`src/rtl/regfile_ctrl_pkg.sv`:
```
// Shared types and constants for the register-file command sequencer.
package regfile_ctrl_pkg;

  localparam int unsigned RegIdxW = 3;
  localparam int unsigned NumRegs = 8;

  typedef enum logic [1:0] {
    OpMovi = 2'b00,
    OpMov  = 2'b01,
    OpAdd  = 2'b10,
    OpAnd  = 2'b11
  } op_e;

  typedef enum logic [1:0] {
    StIdle,
    StReadA,
    StReadB,
    StWrite
  } state_e;

endpackage

```
`src/rtl/regfile_ctrl.sv`:
```
// Command sequencer for the 8x16 register file: accepts one command at a time, reads up to two
// source registers on consecutive cycles, then issues a single-cycle write of the result.
module regfile_ctrl
  import regfile_ctrl_pkg::*;
#(
  parameter int unsigned N    = 16,
  parameter int unsigned IMMW = 8
) (
  input  logic               clk_i,
  input  logic               reset_ni,
  input  logic               cmd_valid_i,
  output logic               cmd_ready_o,
  input  logic [1:0]         cmd_op_i,
  input  logic [RegIdxW-1:0] cmd_rd_i,
  input  logic [RegIdxW-1:0] cmd_rs_i,
  input  logic [RegIdxW-1:0] cmd_rt_i,
  input  logic [IMMW-1:0]    cmd_imm_i,
  output logic [RegIdxW-1:0] readnum_o,
  input  logic [N-1:0]       rf_rdata_i,
  output logic [RegIdxW-1:0] writenum_o,
  output logic               write_o,
  output logic [N-1:0]       rf_wdata_o,
  output logic               done_o,
  output logic               zero_o
);

  state_e              state_q;
  op_e                 op_q;
  logic [RegIdxW-1:0]  rd_q;
  logic [RegIdxW-1:0]  rt_q;
  logic [N-1:0]        a_q;
  logic                ready_q;
  logic [RegIdxW-1:0]  readnum_q;
  logic [RegIdxW-1:0]  writenum_q;
  logic                write_q;
  logic                done_q;
  logic [N-1:0]        wdata_q;
  logic                zero_q;

  logic [N-1:0]        imm_ext;
  logic [N-1:0]        alu_res;

  // Sign-extended immediate and the two-operand result; B is taken straight from the read port
  // so the result is ready at the edge that leaves READB.
  always_comb begin
    imm_ext = {{(N - IMMW){cmd_imm_i[IMMW-1]}}, cmd_imm_i};
    alu_res = (op_q == OpAnd) ? (a_q & rf_rdata_i) : (a_q + rf_rdata_i);
  end

  // Sequencer FSM; every output is registered and set on the edge entering its state.
  always_ff @(posedge clk_i) begin
    if (!reset_ni) begin
      state_q    <= StIdle;
      op_q       <= OpMovi;
      rd_q       <= '0;
      rt_q       <= '0;
      a_q        <= '0;
      ready_q    <= 1'b1;
      readnum_q  <= '0;
      writenum_q <= '0;
      write_q    <= 1'b0;
      done_q     <= 1'b0;
      wdata_q    <= '0;
      zero_q     <= 1'b0;
    end else begin
      unique case (state_q)
        StIdle: begin
          if (cmd_valid_i && ready_q) begin
            op_q    <= op_e'(cmd_op_i);
            rd_q    <= cmd_rd_i;
            rt_q    <= cmd_rt_i;
            ready_q <= 1'b0;
            if (op_e'(cmd_op_i) == OpMovi) begin
              state_q    <= StWrite;
              write_q    <= 1'b1;
              done_q     <= 1'b1;
              writenum_q <= cmd_rd_i;
              wdata_q    <= imm_ext;
            end else begin
              state_q   <= StReadA;
              readnum_q <= cmd_rs_i;
            end
          end
        end
        StReadA: begin
          a_q <= rf_rdata_i;
          if (op_q == OpMov) begin
            state_q    <= StWrite;
            readnum_q  <= '0;
            write_q    <= 1'b1;
            done_q     <= 1'b1;
            writenum_q <= rd_q;
            wdata_q    <= rf_rdata_i;
          end else begin
            state_q   <= StReadB;
            readnum_q <= rt_q;
          end
        end
        StReadB: begin
          state_q    <= StWrite;
          readnum_q  <= '0;
          write_q    <= 1'b1;
          done_q     <= 1'b1;
          writenum_q <= rd_q;
          wdata_q    <= alu_res;
        end
        StWrite: begin
          state_q <= StIdle;
          write_q <= 1'b0;
          done_q  <= 1'b0;
          ready_q <= 1'b1;
          zero_q  <= (wdata_q == '0);
        end
        default: state_q <= StIdle;
      endcase
    end
  end

  assign cmd_ready_o = ready_q;
  assign readnum_o   = readnum_q;
  assign writenum_o  = writenum_q;
  assign write_o     = write_q;
  assign rf_wdata_o  = wdata_q;
  assign done_o      = done_q;
  assign zero_o      = zero_q;

endmodule
```
`config.mk`:
```
export PLATFORM = sky130hd
export DESIGN_NAME = regfile_ctrl
export DESIGN_NICKNAME = d
export VERILOG_FILES = /design/src/rtl/regfile_ctrl_pkg.sv /design/src/rtl/regfile_ctrl.sv
export SDC_FILE = /design/constraint.sdc
export NUM_CORES = 1
export LEC_CHECK = 0
export ABC_CLOCK_PERIOD_IN_PS = 5800
export BUFFER_PORTS_ARGS = -buffer_cell sky130_fd_sc_hd__buf_4
export CORE_UTILIZATION = 50
export CTS_BUF_LIST = sky130_fd_sc_hd__clkbuf_8
export CTS_CLUSTER_SIZE = 16
export DETAILED_ROUTE_END_ITERATION = 8
export PLACE_DENSITY = 0.77
export SETUP_SLACK_MARGIN = 0.02
export SYNTH_ARGS = -nofsm -noshare
export SYNTH_HDL_FRONTEND = slang
export SYNTH_SLANG_ARGS = --single-unit
```
`constraint.sdc`:
```
create_clock -name clk_i -period 5.8 [get_ports clk_i]
set_clock_uncertainty 0.2 [all_clocks]
set_input_delay 0.29 -clock clk_i [delete_from_list [all_inputs] [get_ports clk_i]]
set_output_delay 0.29 -clock clk_i [all_outputs]
set_load 0.005 [all_outputs]
```
==> qor.yml, run 1 <==
status:
  status: "complete, no violations"
critical_path:
  worstSetupStartpointType: "flop"
  slowest_delay_ns: 0.86
  arrival_ns: 3.18
  worst_path_dominant_cell_family: "compound AO/OA/AOI/OAI gates"
  worstPathCellList: "inv_1, ha_1, nand3_1, a221oi_4, nor2_1, nor4b_1, mux2i_1, o31ai_1"
  cp.depth: 8
  slowest_stage: "a221oi_4"
  crit_buf_inv: 1
  crit_path_max_fanout: 18
  rr_worst_depth: 8
  critPathKind: "reg2reg"
  crit_required_ns: 5.83
  end_kind: "flop"
route:
  dr.pass1.iters: 5
  vias: 3127
  drcViolationCount: 0
  drt_iter0_drc: 212
  viasPerCell: 6.048
  drt_wl_total_um: 8611
  postRouteAntennaNets: 0
  wl_per_cell_um: 16.66
synthesis:
  async_reset_ff_share_pct: 0
  synth.largest_area_cell: "dfxtp_1"
  synth_most_common_cell: "nand2_1"
  syn_inst: 389
  synth_area_per_cell_sq_um: 8.450
  synth_commonest_cells: "nand2_1, dfxtp_1, a21boi_0"
  ys_top_cells_by_area: "dfxtp_1, ha_1, nand2_1"
  synth_cell_type_count: 62
  ys.flop_type: "dfxtp_1"
  netlist_area_sq_um: 3287
  synth.net_count: 449
  synth_edf_count: 0
  seq_area_frac_synth_pct: 31.06
  yosysWarnings: 0
  synth_top_area_share_pct: 31.06
  ys_ff_latch: 51
final_layout:
  nNetsFinal: 499
  final_layout_size_suffix_gt1_share_pct: 20.45
  area_growth_pct: 17.62
  fin_area_sq_um: 3866
  antenna_cells: 0
pwr:
  vdd_drop_max_mv: 0.3876
  p_seq_share_pct: 29.8
  p_leak_uw: 0.001692
  combPwrFrac_pct: 57.5
  power.internal_uw: 989.2
  swShare_pct: 45.11
  netSwitchingPower_uw: 813.0
  p_clk_share_pct: 12.7
  powerDensity_nw_per_um2: 466.2
placed_design:
  dp_hpwl_um: 6381
  place_area_sq_um: 3767
  gp_congestion: 0.9565
  portBuffers: 63
floorplan:
  die_y_um: 83.08
  start_util_pct: 51.76
  rows: 29
  coreArea_sq_um: 6350
  io-pin-count: 64
  die_w_um: 83.08
  die-area_sq_um: 6902
grt:
  grt_max_degree: 49
  grt_use_total_pct: 25.69
  grt_pass1_wl_um: 14250
  grt_pass1_vias: 2908
  gr-total-overflow: 0
  grt_antenna_before_repair: 0
sta:
  setup_viol: 0
  final.min_clock_period_ns: 3.146
  worst_pin_slew_ns: 0.8495
  rsz0062_at_grt: "no"
  setup_tns_ns: 0
  drv_slew: 0
  fmax_ghz: 0.3179
  hold_violations: 0
  fin_crit_sh_pct: 54.24
  slew_headroom_pct: 43.37
cts:
  clkSlewWorstSetupHoldPaths_ns: 0.10
  cts_buffers: 5
  cts_buffer_depth: 2
  ctsHoldBuffers: 0
  cts_setup_buffers: 0
  htreeDepth: 2
  cts_tree: "yes"
  cts.sinks: 51
  cts.repair.resized: 0
  clkLatencyLatePin_ns: 0.32
  cts-root-buf: "clkbuf_8"
hold_path:
  hp-class: "in2reg"
  holdPathStages: 3
flow_run:
  max_cap_violations: 0
-- worst paths after layout --
| kind | start | end | slack (ns) |
|---|---|---|---|
| worst min register to register | rd_q[1] | rd_q[1] | 0.27 |
| worst min-delay path | cmd_rd_i[0] | rd_q[0] | 0.03 |
| worst max register to register | state_q[0] | rf_wdata_o[9] | 2.65 |
| worst max-delay path | state_q[0] | rf_wdata_o[9] | 2.65 |
-- layout by cell type (no fill, tap or decap), types with 6 or more instances in the layout --
cell and n:
a21boi_0 22, a21o_1 8, a21oi_1 16, a31oi_1 7, buf_4 65, clkbuf_8 6, dfxtp_1 51, ha_1 21
mux2i_1 14, nand2_1 66, nand3_1 13, nand4_1 6, nor2_1 19, nor2b_1 10, o211a_1 6, o21ai_0 13
xor2_1 6
-- kinds of logic (layout without fill, tap and decap cells) --
kind of cell	after synthesis	count (layout)	share of synthesized area (%)
simple gates	146	146	21.81
xor+xnor	7	7	1.865
mux	19	19	5.976
fa+ha+maj	22	22	8.603
buf+inv	27	78	3.730
compound gates	117	117	26.95
flops	51	51	31.06
-- metal layers --
layer | routed length (um) | share of wire [%] | global-route usage, % | vias up
li1 | - | - | - | 1534
met1 | 3953 | 46 | 35.16 | 1476
met2 | 4063 | 47 | 40.98 | 102
met3 | 409 | 4.7 | 3.877 | 15
met4 | 185 | 2.1 | 9.404 | 0
met5 | 0 | 0 | 0 | -
-- stage by stage --
step	power, uW	hold slack (ns)	instances	utilization, %	worst slack [ns]
floorplan	1281	0.2349	389	-	3.168
global placement	1542	0.2536	509	59.33	2.945
detailed placement	1568	0.2608	509	59.33	2.763
CTS	1797	0.02638	517	60.89	2.722
global route	1940	0.02989	517	60.89	2.406
finish	1802	0.02695	517	60.89	2.654
-- power by group through the flow --
stage / registers [uW] / logic (uW) / clock network [uW]
2_1_floorplan: 528 / 754 / 0
3_3_place_gp: 540 / 1000 / 0
3_5_place_dp: 543 / 1020 / 0
4_1_cts: 535 / 1030 / 233
5_1_grt: 550 / 1140 / 247
6_report: 537 / 1040 / 229
-- cell type report --
| type | count | area, sq um |
|---|---|---|
| multi-input combinational | 311 | 2143 |
| sequential | 51 | 1021 |
| clock inverter | 2 | 16.27 |
| fill | 559 | 2484 |
| tap | 77 | 96.34 |
| inverter | 5 | 18.77 |
| timing repair buffer | 65 | 488.0 |
| clock buffer | 6 | 82.58 |
-- worst register-to-register path: cells and delay by family, from the launching register on --
family / cells / cell delay [ns]
adder cells (fa/ha/maj): 1 / 0.35
flip-flops: 1 / 0.34
AO/OA/AOI/OAI: 2 / 0.95
multiplexers: 1 / 0.13
buffers and inverters: 1 / 0.14
AND/OR/NAND/NOR: 3 / 0.94
-- sequential cells by signal, summed over array words and instances, names as in the netlist --
signal and cells:
op_q 2, cmd_ready_o 1, rd_q 3, readnum_o 3
zero_o 1, a_q 16, rt_q 3, rf_wdata_o 16
writenum_o 3, done_o 1, state_q 2
(Power assumes the default switching activity.)
==> run 2, diff against run 1 <==
--- a/config.mk
+++ b/config.mk
@@ -5,7 +5,7 @@
 export SDC_FILE = /design/constraint.sdc
 export NUM_CORES = 1
 export LEC_CHECK = 0
-export ABC_CLOCK_PERIOD_IN_PS = 5800
+export ABC_CLOCK_PERIOD_IN_PS = 3270
 export BUFFER_PORTS_ARGS = -buffer_cell sky130_fd_sc_hd__buf_4
 export CORE_UTILIZATION = 50
 export CTS_BUF_LIST = sky130_fd_sc_hd__clkbuf_8
==> constraint.sdc (replaced) <==
create_clock -name clk_i -period 3.27 [get_ports clk_i]
set_clock_uncertainty 0.2 [all_clocks]
set_input_delay 0.1635 -clock clk_i [delete_from_list [all_inputs] [get_ports clk_i]]
set_output_delay 0.1635 -clock clk_i [all_outputs]
set_load 0.005 [all_outputs]
==> qor.yml, run 2 (synthesized netlist as in run 1, its figures left out) <==
status:
  status: "complete, no violations"
floorplan:
  die_y_um: 83.08  # unchanged
  coreArea_sq_um: 6350  # unchanged
  die_w_um: 83.08  # unchanged
  start_util_pct: 51.76  # unchanged
  rows: 29  # unchanged
  io-pin-count: 64  # unchanged
  die-area_sq_um: 6902  # unchanged
sta:
  fin_ws_ns: 0.2346  # -2.419 ns
  fin_crit_sh_pct: 92.83
  fmax_ghz: 0.3294
  setup_viol: 0  # unchanged
  setup_tns_ns: 0  # unchanged
  hold_violations: 0  # unchanged
  slew_headroom_pct: 53.80  # +10 points
  final.min_clock_period_ns: 3.035
  rsz0062_at_grt: "no"
  drv_slew: 0  # unchanged
  worst_pin_slew_ns: 0.6857  # -0.1638 ns
cts:
  cts_buffer_depth: 2  # unchanged
  cts.repair.resized: 0  # unchanged
  clkSlewWorstSetupHoldPaths_ns: 0.11  # about the same
  cts.sinks: 51  # unchanged
  cts_buffers: 5  # unchanged
  cts_setup_buffers: 0  # unchanged
  htreeDepth: 2  # unchanged
  cts_tree: "yes"
  ctsHoldBuffers: 28  # +28
  clkLatencyLatePin_ns: 0.31  # about the same
  cts-root-buf: "clkbuf_8"
route:
  dr.pass1.iters: 5  # unchanged
  viasPerCell: 5.947  # -1.7%
  drt_wl_total_um: 9024  # +4.8%
  wl_per_cell_um: 16.41  # -1.5%
  drcViolationCount: 0  # unchanged
  drt_iter0_drc: 201  # -5.2%
  postRouteAntennaNets: 0  # unchanged
  vias: 3271  # +4.6%
flow_run:
  max_cap_violations: 0  # unchanged
hold_path:
  hp-class: "in2reg"
pwr:
  p_leak_uw: 0.001847  # +9.2%
  power_uw: 3389  # +88%
  powerDensity_nw_per_um2: 805.6  # +73%
  vdd_drop_max_mv: 0.4583  # +18%
placed_design:
  portBuffers: 63  # unchanged
  gp_congestion: 0.9208  # -3.7%
  place_worst_setup_slack_ns: 0.4870  # -2.276 ns
  dp_hpwl_um: 6439  # +0.91%
final_layout:
  fill_cells: 534  # -4.5%
  nNetsFinal: 532  # +6.6%
  final_layout_size_suffix_gt1_share_pct: 20.08  # -0.37 points
  post-route-util_pct: 66.25  # +5.4 points
  antenna_cells: 0  # unchanged
  area_growth_pct: 27.98
  final_common_cell: "buf_4"
  layout_common_cells: "buf_4, nand2_1, dfxtp_1, dlygate4sd3_1, a21boi_0"
grt:
  grt_pass1_wl_um: 15120  # +6.1%
  grt_max_degree: 49  # unchanged
  gr-total-overflow: 0  # unchanged
  grt_pass1_vias: 3174  # +9.1%
  grt_use_total_pct: 26.65  # +0.96 points
  grt_antenna_before_repair: 0  # unchanged
critical_path:
  end_kind: "flop"
  crit_path_max_fanout: 3  # -15
  critPathKind: "in2reg"
  crit_required_ns: 3.28  # -2.55 ns
  arrival_ns: 3.05  # -0.13 ns
  worstSetupStartpointType: "input port"
[run 2: final timing paths]
kind | start | to | slack, ns | cells after the start
min | cmd_rs_i[1] | readnum_o[1] | 0.005 | 4
min reg2reg | rd_q[2] | rd_q[2] | 0.28 | 2
max | rf_rdata_i[0] | rf_wdata_o[8] | 0.23 | 10
max reg2reg | a_q[0] | rf_wdata_o[8] | 0.45 | 8
[run 2: critical path, stage by stage]
cell and delay [ns]:
dlygate4sd3_1 0.53, buf_4 0.14, ha_1 0.23, fa_1 0.42
a21o_1 0.21, a311o_1 0.41, and2_1 0.18, o21ai_0 0.18
mux2_2 0.36, o31a_1 0.23
[run 2: stage by stage]
step	cell area, sq um	hold WS [ns]	cells
after floorplan	3287	0.1084	389
after global placement	3805	0.2329	514
after detailed placement	3805	0.2338	514
after CTS	4207	0.008289	550
after global routing	4207	0.01984	550
final	4207	0.004891	550
[run 2: final cells by class]
| type | instances | area [sq um] | share of cell area [%] |
|---|---|---|---|
| Timing Repair Buffer | 98 | 805.8 | 19.16 |
| Tap cell | 77 | 96.34 | 2.290 |
| Inverter | 5 | 18.77 | 0.4462 |
| Clock buffer | 6 | 82.58 | 1.963 |
| Sequential cell | 51 | 1021 | 24.27 |
| Clock inverter | 2 | 38.79 | 0.9221 |
| Multi-Input combinational cell | 311 | 2143 | 50.95 |
[run 2: per-layer routing]
layer	up-vias	track usage [%]	routed length, um
met1	1556	34.98	4073
met2	111	45.01	4321
met3	9	4.076	501
met4	0	8.307	128
li1	1595	-	-
met5	-	0	0
[run 2: power breakdown]
group / internal (uW) / switching (uW)
combinational: 844 / 1100
clock: 252 / 231
sequential: 807 / 156
